**config.mk**
```make
export PLATFORM = sky130hd
export DESIGN_NAME = unidad_control_booth
export DESIGN_NICKNAME = d
export VERILOG_FILES = /design/src/rtl/unidad_control_booth.sv
export SDC_FILE = /design/constraint.sdc
export NUM_CORES = 1
export LEC_CHECK = 0
export ABC_AREA = 1
export BUFFER_PORTS_ARGS = -buffer_cell sky130_fd_sc_hd__buf_2
export CAP_MARGIN = 10
export CORE_AREA = 2 2 39 41
export CTS_CLUSTER_SIZE = 16
export DETAILED_ROUTE_END_ITERATION = 10
export DIE_AREA = 0 0 41 43
export GPL_ROUTABILITY_DRIVEN = 0
export GPL_TIMING_DRIVEN = 0
export MAX_ROUTING_LAYER = met4
export PLACE_DENSITY = 0.54
export SLEW_MARGIN = 20
export SYNTH_ARGS = -nofsm -noshare
export SYNTH_HDL_FRONTEND = slang
export SYNTH_SLANG_ARGS = --single-unit
```
**constraint.sdc**
```tcl
create_clock -name clk -period 1.8 [get_ports clk]
set_input_delay 0 -clock clk [delete_from_list [all_inputs] [get_ports clk]]
set_output_delay 0 -clock clk [all_outputs]
set_load 0.05 [all_outputs]
```
**src/rtl/unidad_control_booth.sv**
```systemverilog
// Control sequencer for a radix-2 Booth multiplier datapath.
// Loads the operands, runs N evaluate / add-or-subtract / shift iterations
// and emits a one-cycle Fin pulse. Every output is Moore-decoded from the
// registered state. The current state is also presented on state_dbg_o.
//
// Handshake: start is a level request. It is looked at only in IDLE, and
// never queued. Ocupado reports that an operation is in flight, and Fin
// marks the single cycle in which that operation completes.
module unidad_control_booth #(
  parameter int N = 4
) (
  input  logic       clk,
  input  logic       reset,
  input  logic       start,
  input  logic       q0,
  input  logic       qsub1,
  output logic       CargaQ,
  output logic       CargaM,
  output logic       ResetA,
  output logic       CargaA,
  output logic       RestaA,
  output logic       DesplazaAQ,
  output logic       Ocupado,
  output logic       Fin,
  output logic [2:0] state_dbg_o
);

  localparam int CW = $clog2(N + 1);

  typedef enum logic [2:0] {
    S_IDLE  = 3'd0,
    S_LOAD  = 3'd1,
    S_EVAL  = 3'd2,
    S_ADD   = 3'd3,
    S_SUB   = 3'd4,
    S_SHIFT = 3'd5,
    S_DONE  = 3'd6
  } state_t;

  state_t        state_q, state_d;
  logic [CW-1:0] cnt_q, cnt_d;

  // State and iteration counter registers. Reset overrides every transition.
  always_ff @(posedge clk) begin
    if (reset) begin
      state_q <= S_IDLE;
      cnt_q   <= '0;
    end else begin
      state_q <= state_d;
      cnt_q   <= cnt_d;
    end
  end

  // Next-state and counter update. q0/qsub1 are only consulted in EVAL,
  // after the previous shift has settled into the datapath.
  always_comb begin
    state_d = state_q;
    cnt_d   = cnt_q;
    case (state_q)
      S_IDLE: begin
        if (start) state_d = S_LOAD;
      end
      S_LOAD: begin
        cnt_d   = CW'(N);
        state_d = S_EVAL;
      end
      S_EVAL: begin
        case ({q0, qsub1})
          2'b10:   state_d = S_SUB;
          2'b01:   state_d = S_ADD;
          default: state_d = S_SHIFT;
        endcase
      end
      S_ADD:   state_d = S_SHIFT;
      S_SUB:   state_d = S_SHIFT;
      S_SHIFT: begin
        cnt_d   = cnt_q - CW'(1);
        state_d = (cnt_q == CW'(1)) ? S_DONE : S_EVAL;
      end
      S_DONE:  state_d = S_IDLE;
      default: state_d = S_IDLE;
    endcase
  end

  // Moore output decode. The unused encoding falls into the all-zero default.
  always_comb begin
    CargaQ     = 1'b0;
    CargaM     = 1'b0;
    ResetA     = 1'b0;
    CargaA     = 1'b0;
    RestaA     = 1'b0;
    DesplazaAQ = 1'b0;
    Ocupado    = 1'b0;
    Fin        = 1'b0;
    case (state_q)
      S_LOAD: begin
        CargaQ  = 1'b1;
        CargaM  = 1'b1;
        ResetA  = 1'b1;
        Ocupado = 1'b1;
      end
      S_EVAL: Ocupado = 1'b1;
      S_ADD: begin
        CargaA  = 1'b1;
        Ocupado = 1'b1;
      end
      S_SUB: begin
        CargaA  = 1'b1;
        RestaA  = 1'b1;
        Ocupado = 1'b1;
      end
      S_SHIFT: begin
        DesplazaAQ = 1'b1;
        Ocupado    = 1'b1;
      end
      S_DONE: begin
        Fin     = 1'b1;
        Ocupado = 1'b1;
      end
      default: ;
    endcase
  end

  assign state_dbg_o = state_q;

endmodule

```
; ---- After elaboration in Yosys (flattened, before gate mapping)
; Index checks and enable logic that the tools add are counted.
[word_totals]
register_bits = 6
latchBits = 0
ram_bits = 0
romBits = 0
inputBits = 5
out_inout_bits = 11
word_cells = 28
n_memories = 0
[classes]
add_sub_neg = 1
mul = 0
div_mod_pow = 0
order_cmp = 0
eq_ne = 10
n_shift = 0
muxes = 11
bitwise_logic = 0
reduce_logical = 4
[op_table]
columns = op, n
row1 = $pmux W3 S5, 1
row2 = $pmux W3 S2, 2
row3 = $eq A3 B3 Y1 const B, 3
row4 = $eq A3 B1 Y1 const B, 2
row5 = $eq A3 B2 Y1 const B, 2
row6 = $mux W1, 6
row7 = $mux W3, 2
row8 = $reduce_or A6 Y1, 1
row9 = $logic_not A3 Y1, 1
row10 = $sub A3 B1 Y3 const B, 1
row11 = $eq A2 B1 Y1 const B, 1
row12 = $eq A2 B2 Y1 const B, 1
row13 = $ne A2 B2 Y1 const B, 1
row14 = $reduce_bool A2 Y1, 1
row15 = $reduce_or A2 Y1, 1

; ---- Depth between registers and ports, before layout
; Gate-level depths: netlist of run 1.
[depth]
ltp_word = 3
ltp_mapped = 8
depth_no_buf = 8

; ---- Least setup slack after synthesis of run 1
; OpenSTA, ideal clock, no wires.
[synth_timing]
path_type = reg2out
startpoint = reg state_q[0] (netlist: state_dbg_o[0])
endpoint = out CargaQ
t_arrival_ps = 1721
required_time_ps = 1800
setup_slack_ps = 79
stages_incl_launch_ff = 6
path_buffers = 1
path_cell_list = dfxtp_1 > inv_2 > nor2_4 > nand2_1 > inv_1 > buf_4
[synth_between]
elab_chain_cells = 2
[synth_rtl]
columns = element, line_no
row1 = from (decl), 40  ; state_t state_q, state_d;
row2 = from (signal assigned), 49  ; state_q <= state_d;
row3 = $eq A3 B1 Y1, n/a
row4 = $mux W1, n/a
row5 = to (decl), 17  ; output logic CargaQ,
; Every way passes these cells.

; ---- Worst setup path in the final report of run 1
[layout_timing]
startpoint = reg state_q[0] (netlist: state_dbg_o[0])
endpoint = out CargaQ
[layout_between]
elab_chain_cells = 2
[layout_rtl]
columns = element, line_no
row1 = $eq A3 B1 Y1, 95  ; case (state_q)
row2 = $mux W1, 95
; Every way passes these cells.

==> metrics.cfg, run 1 <==
[synth]
synth_compound_area_share_pct=5.05
synth.mux.area_fraction_pct=0
yosysWarningCount=0
synth-simple-area-share_pct=39.4
synth_top_family_by_area=simple AND/OR/NAND/NOR gates
synthAdderAreaFrac_pct=6.31
synth_cell_types=16
ys_ff_latch=6
synth-xor-area-share_pct=0
netlist_instances=64
syn_area_sq_um=397
seq_area_frac_synth_pct=30.3
avgSynthCellArea_sq_um=6.20
syn-num-nets=71

[min_path]
hp-class=input pin to flop

[clock_network]
htreeDepth=1
clock-sinks=6
clock_latency_ps=240
cts_buffer_depth=2
cts.clk_slew.worst_paths_ps=40
cts_tree=built
numCtsBuffers=3
cts-root-buf=clkbuf_4
cts_setup_buffers=0

[timing]
finalClockSkew_ps=3.32
period_share_pct=83.4
rsz0062_at_grt=false
finalSetupViolations=0
hold_viol=0
worst_slew_pin_slew_ps=283
fin_tns_setup_ps=0
maxSlewHeadroom_pct=81.1
timing.fmax_mhz=666
layout_min_cycle_time_ps=1500
maxSlewViolCount=0

[floorplanning]
pin_count=16
die_width_um=41
start_util_pct=28.7
dieArea_sq_um=1760
die_h_um=43
coreArea_sq_um=1380
rows=14

[pwr]
p_per_area_nw_per_um2=1090
max-vdd-ir-drop_mv=0.351
power.leakage_nw=0.314

[layout]
drive_gt1_share_pct=28.9
antenna_cells=0
area_growth_pct=32.2
nNetsFinal=92
final_area_sq_um=524
utilization_pct=37.9

[grt]
antenna_found_initial=0
grt_pass1_wl_um=1210
overflow=0
grt_pass1_vias=335
grt_use_total_pct=10.9
grt_max_degree=9

[route]
via_count=423
met3WireLength_um=43
dr_wl_met2_um=391
avgRoutedWirePerCell_um=8.28
drtIter0Drc=3
routed_wirelength_um=820
top_layer_used=met4
routed_via_density=4.27
ant_nets=0
firstDrtPassIters=4
drcViolationCount=0
wl_met1_um=373

[critical_path]
crit_required_ps=1800
cpPeakStageDelay_ps=470
path_max_fanout=8
worst_setup_path_start_kind=flop
crit_slowest_cell=dfxtp_1
crit_type=flop to output port
crit_chain=inv_2, nor2_4, nand2_1, inv_1, buf_4, buf_2
critPathArrivalTime_ps=1500
worstSetupEndpointType=output port

[place]
port_buffers=15
post-dp-hpwl_um=681
place_area_sq_um=492

[outcome]
status=finished, final reports clean

[run]
maxCapViolCount=0

-- state kept, by name (all words and copies together), names as in the netlist --
register,cells
cnt_q,3
state_dbg_o,3
-- Yosys cell counts, drive strengths merged --
master  number  area [sq um]
nand3b       1          7.51
o21ai        1          5.00
ha           2          25.0
nor3         1          5.00
nand3        7          35.0
nand2       11          43.8
a21oi        3          15.0
nor2        13          58.8
nand4        1          6.26
dfxtp        6           120
buf          2          15.0
inv         16          60.1
-- layer usage --
metal | vias to the layer above | track usage, %
li1 | 229 | -
met1 | 181 | 9.97
met2 | 11 | 16.9
met3 | 2 | 3.14
met4 | 0 | 10.0
met5 | - | -
-- repair_timing --
| action | CTS | global route |
|---|---|---|
| hold buffers | 1 | 0 |
| hold endpoints to repair | 2 | 0 |
| gates resized for setup | 0 | 0 |
-- worst paths after layout --
| kind | startpoint | slack [ps] | to | cells past startpoint |
|---|---|---|---|---|
| max | state_dbg_o[0]$_SDFFE_PP0P_ | 300 | CargaQ | 6 |
| min | qsub1 | 60 | state_dbg_o[1]$_SDFFE_PP0P_ | 3 |
| max reg2reg | state_dbg_o[0]$_SDFFE_PP0P_ | 670 | cnt_q[0]$_SDFFE_PP0P_ | 5 |
| min reg2reg | cnt_q[0]$_SDFFE_PP0P_ | 510 | cnt_q[0]$_SDFFE_PP0P_ | 2 |
-- logic make-up (layout without fill, tap and decap cells) --
logic type               Yosys count  in the layout
AND/OR/NAND/NOR                   34             34
buffers and inverters             18             37
flip-flops                         6              6
AO/OA/AOI/OAI                      4              4
adder cells (fa/ha/maj)            2              2
-- critical path: cells and delay by family, from the launching register on --
kind / cells / cell delay [ps]
simple gates: 2 / 250
flops: 1 / 470
buf+inv: 4 / 540
-- cell type report --
class	count	area, sq um
plain buffers	2	15.0
inverters	16	60.1
multi-input cells	40	201
fillers	171	860
flip-flops and latches	6	120
repair buffers	16	85.1
well taps	16	20.0
clock buffers	3	22.5
-- per-stage QoR --
step / hold WS, ps / worst slack (ps) / std cells / total power, mW
after floorplan: 69.1 / 78.8 / 64 / 0.397
after global placement: 192 / 529 / 95 / 0.453
after detailed placement: 196 / 527 / 95 / 0.455
after CTS: 59.8 / 268 / 99 / 0.582
after global routing: 71.1 / 159 / 99 / 0.615
final: 63.2 / 298 / 99 / 0.572
-- power by group --
group / total (mW) / leakage [nW] / internal, mW / switching (mW)
registers: 0.174 / 0.0491 / 0.150 / 0.0244
logic: 0.276 / 0.251 / 0.0736 / 0.203
clock network: 0.121 / 0.0138 / 0.0752 / 0.0455
total: 0.572 / 0.314 / 0.299 / 0.273
-- cells in the final DEF (no fill, tap or decap) --
cell	netlist	routed
o21ai_0	1	1
nor2_1	11	11
inv_2	1	1
buf_4	2	2
nand2_2	1	1
buf_2	0	15
nor2_4	1	1
dfxtp_1	6	6
ha_1	2	2
nor3_1	1	1
inv_1	15	15
nand4_1	1	1
nand3_1	7	7
dlygate4sd3_1	0	1
a21oi_1	3	3
nand2_1	10	10
nor2_2	1	1
clkbuf_4	0	3
nand3b_1	1	1
Power figures use the tool's default switching activity.
==> run 2, diff against run 1 <==
==> constraint.sdc (replaced) <==
create_clock -name clk -period 1.51 [get_ports clk]
set_input_delay 0 -clock clk [delete_from_list [all_inputs] [get_ports clk]]
set_output_delay 0 -clock clk [all_outputs]
set_load 0.05 [all_outputs]
==> metrics.cfg, run 2 (synthesis gave the netlist of run 1 again) <==
[min_path]
hp-class=input pin to flop
hold_depth=3
hp-start=qsub1
hold_path_end=state_dbg_o[1]$_SDFFE_PP0P_

[timing]
period_share_pct=92.4
hold_viol=0
rsz0062_at_grt=false
worst_slew_pin_slew_ps=253
hold-worst-slack_ps=60.0
layout_min_cycle_time_ps=1400
maxSlewHeadroom_pct=83.2
fin_tns_setup_ps=0
finalSetupViolations=0
timing.fmax_mhz=716
maxSlewViolCount=0
finalClockSkew_ps=1.55

[floorplanning]
rows=14
pin_count=16
die_h_um=43
start_util_pct=28.7
dieArea_sq_um=1760
coreArea_sq_um=1380
die_width_um=41

[route]
routed_wirelength_um=841
routed_via_density=4.32
firstDrtPassIters=3
drtIter0Drc=1
via_count=428
ant_nets=0
avgRoutedWirePerCell_um=8.49
drcViolationCount=0

[grt]
grt_pass1_wl_um=1230
grt_busiest_layer=met2
grt_max_degree=9
use_met2_pct=17.5
overflow=0
antenna_found_initial=0
grt_use_total_pct=11.2
grt_pass1_vias=303
grtUsageMet3_pct=3.14
grtUsageMet1_pct=10.3

[pwr]
max-vdd-ir-drop_mv=0.377
power.leakage_nw=0.315
switching_share_pct=47.8
p_int_mw=0.360
pwr-share-comb_pct=47.7
p_clk_share_pct=21.7
p_switching_mw=0.330
p_seq_share_pct=30.6
p_per_area_nw_per_um2=1310

[critical_path]
worstSetupEndpointType=output port
r2r_cells=5
crit_required_ps=1510
crit_type=flop to output port
path_max_fanout=8
rrSetupSlack_ps=490
worst_setup_path_start_kind=flop
critPathArrivalTime_ps=1400
r2r_start=state_dbg_o[0]$_SDFFE_PP0P_
worstReg2RegEnd=cnt_q[0]$_SDFFE_PP0P_

[layout]
antenna_cells=0
nNetsFinal=92
area_growth_pct=33.1
layout_common_cells=15 x inv_1, 15 x buf_2, 11 x nor2_1, 10 x nand2_1, 7 x nand3_1
drive_gt1_share_pct=32.5

[place]
post-dp-hpwl_um=676
port_buffers=15

[clock_network]
numCtsBuffers=3
clock_latency_ps=250
clock-sinks=6
cts_setup_buffers=0
cts-root-buf=clkbuf_4
cts.clk_slew.worst_paths_ps=40
cts_tree=built
cts_buffer_depth=2
htreeDepth=1
post_cts_resize_count=0

[outcome]
status=finished, final reports clean

[run]
maxCapViolCount=0

run 2: cell count changes in the layout (fill, tap and decap cells not counted):
cell     previous run  this run
dfxtp_2             0         3
dfxtp_1             6         3
run 2: repair_timing:
item | 4_1_cts | 5_1_grt
hold buffers | 1 | 0
setup endpoints to repair | 0 | 0
hold endpoints to repair | 2 | 0
run 2: worst max path at each step:
| stage | depth (start not counted) | to | from | slack [ps] |
|---|---|---|---|---|
| after global routing | 6 | ResetA | state_dbg_o[0]$_SDFFE_PP0P_ | 2 |
| after floorplan | 5 | CargaQ | state_dbg_o[0]$_SDFFE_PP0P_ | 30 |
| after CTS | 6 | ResetA | state_dbg_o[0]$_SDFFE_PP0P_ | 100 |
| final | 6 | ResetA | state_dbg_o[0]$_SDFFE_PP0P_ | 110 |
| after detailed placement | 6 | ResetA | state_dbg_o[0]$_SDFFE_PP0P_ | 360 |
| after global placement | 6 | ResetA | state_dbg_o[0]$_SDFFE_PP0P_ | 370 |
run 2: cell type report:
cell class / count / area [sq um]
Buffer: 2 / 15.0
Clock buffer: 3 / 22.5
Fill cell: 162 / 856
Inverter: 16 / 60.1
Multi-Input combinational cell: 40 / 201
Sequential cell: 6 / 124
Tap cell: 16 / 20.0
Timing Repair Buffer: 16 / 85.1
run 2: routing by layer:
metal  vias up  wire, um
li1        230         -
met1       178       387
met2        15       369
met3         5        49
met4         0        34
met5         -         0
run 2: power by group through the flow:
stage / Combinational (mW) / Sequential [mW] / Clock, mW
after CTS: 0.332 / 0.211 / 0.153
after floorplan: 0.229 / 0.247 / 0
final: 0.329 / 0.211 / 0.150
after detailed placement: 0.329 / 0.213 / 0
after global placement: 0.330 / 0.214 / 0
after global routing: 0.360 / 0.214 / 0.160
run 2: per-stage QoR:
stage	worst slack, ps	util, %	power [mW]	instance area [sq um]	instances
6_report	114	38.2	0.690	528	99
5_1_grt	2.21	38.2	0.734	528	99
4_1_cts	97.7	38.2	0.696	528	99
3_5_place_dp	362	35.8	0.542	495	95
3_3_place_gp	369	35.8	0.544	495	95
2_1_floorplan	26.5	-	0.476	400	64
run 2: worst max-delay path, cell delays in order, from the launching register on:
cell and delay [ps]:
dfxtp_2 390, inv_2 80, nor2_4 150, nand2_1 90, inv_1 90, buf_4 100
buf_2 240
==> run 3, diff against run 2 <==
--- a/config.mk
+++ b/config.mk
@@ -16,6 +16,7 @@
 export GPL_TIMING_DRIVEN = 0
 export MAX_ROUTING_LAYER = met4
 export PLACE_DENSITY = 0.54
+export REMOVE_ABC_BUFFERS = 1
 export SLEW_MARGIN = 20
 export SYNTH_ARGS = -nofsm -noshare
 export SYNTH_HDL_FRONTEND = slang
==> metrics.cfg, run 3 (synthesis gave the netlist of run 1 again) <==
[outcome]
status=finished, final reports clean

[layout]
instances_no_fill=97
seqCellArea_sq_um=121
multi_input_area_sq_um=201
layout_common_cells=15 x inv_1, 15 x buf_2, 11 x nor2_1, 10 x nand2_1, 7 x nand3_1
drive_gt1_share_pct=28.4
fillers=167
antenna_cells=0
nNetsFinal=90
area_growth_pct=28.7

[timing]
hold-worst-slack_ps=65.7
finalClockSkew_ps=6.47
period_share_pct=85.7
layout_min_cycle_time_ps=1290
hold_viol=0
finalSetupViolations=0
timing.fmax_mhz=773
rsz0062_at_grt=false
setup_slack_ps=217
maxSlewViolCount=0
worst_slew_pin_slew_ps=287
maxSlewHeadroom_pct=80.8

[pwr]
power.leakage_nw=0.304
max-vdd-ir-drop_mv=0.513
p_per_area_nw_per_um2=1310

[clock_network]
clock-sinks=6
cts_tree=built
numCtsBuffers=3
cts_setup_buffers=0
cts-root-buf=clkbuf_4
htreeDepth=1
cts.clk_slew.worst_paths_ps=40
clock_latency_ps=240
cts_buffer_depth=2

[floorplanning]
rows=14
die_h_um=43
pin_count=16
dieArea_sq_um=1760
coreArea_sq_um=1380
die_width_um=41
start_util_pct=28.7

[place]
post-dp-hpwl_um=626
port_buffers=15
dp.cells=93
dp_worst_setup_slack_ps=357

[critical_path]
crit_slowest_cell=dfxtp_2
crit_chain=inv_2, nor2_4, nand2_1, inv_1, buf_2
crit_type=flop to output port
worst_setup_path_start_kind=flop
r2r_cells=6
path_max_fanout=8
crit_required_ps=1510
cpPeakStageDelay_ps=400
rrSetupSlack_ps=410
worstSetupEndpointType=output port
critPathArrivalTime_ps=1290

[grt]
grt_use_total_pct=11.3
grt_max_degree=9
grt_pass1_wl_um=1320
grt_pass1_vias=343
antenna_found_initial=0
overflow=0

[route]
ant_nets=0
routed_wirelength_um=759
drcViolationCount=0
avgRoutedWirePerCell_um=7.82
via_count=418
routed_via_density=4.31
firstDrtPassIters=4
drtIter0Drc=6

[min_path]
hold_depth=5
hp-class=input pin to flop

[run]
maxCapViolCount=0

run 3: layer usage:
layer	share of wire [%]	global-route usage [%]	routed length, um	vias to the layer above
met5	0	-	0	-
met4	2.2	6.00	17	0
met3	7.9	3.14	60	2
met2	38	14.4	286	16
met1	52	15.8	395	173
li1	-	-	-	227
run 3: timing repair:
item | CTS | global route
endpoints found under the setup margin | 0 | 3
hold buffers | 1 | 0
hold endpoints to repair | 2 | 0
gates resized for setup | 0 | 1
run 3: worst paths after layout:
check,to,startpoint
max reg2reg,state_dbg_o[2]$_SDFFE_PP0P_,state_dbg_o[1]$_SDFFE_PP0P_
max,CargaQ,state_dbg_o[0]$_SDFFE_PP0P_
min reg2reg,cnt_q[0]$_SDFFE_PP0P_,cnt_q[0]$_SDFFE_PP0P_
min,state_dbg_o[0]$_SDFFE_PP0P_,start
run 3: cell type report:
type,instances,area share (%)
Multi-Input combinational cell,40,39.5
Sequential cell,6,23.8
Timing Repair Buffer,16,16.7
Inverter,16,11.8
Clock buffer,3,4.41
Tap cell,16,3.92
run 3: power by group:
part           leakage [nW]  total [mW]  internal (mW)  switching [mW]
clock network        0.0138       0.147         0.0898          0.0570
logic                 0.241       0.314         0.0761           0.238
registers            0.0494       0.209          0.180          0.0286
run 3: stage by stage:
step	TNS, ps	power (mW)	utilization [%]	area (sq um)
global route	0	0.723	36.9	510
finish	0	0.669	36.9	510
floorplan	-1670	0.458	-	382
global placement	0	0.525	34.4	477
detailed placement	0	0.524	34.4	477
CTS	0	0.677	36.8	509
run 3: critical path, delay by kind of cell (launching register included):
family | cells | cell delay, ps
buf+inv | 3 | 420
flops | 1 | 400
simple gates | 2 | 240
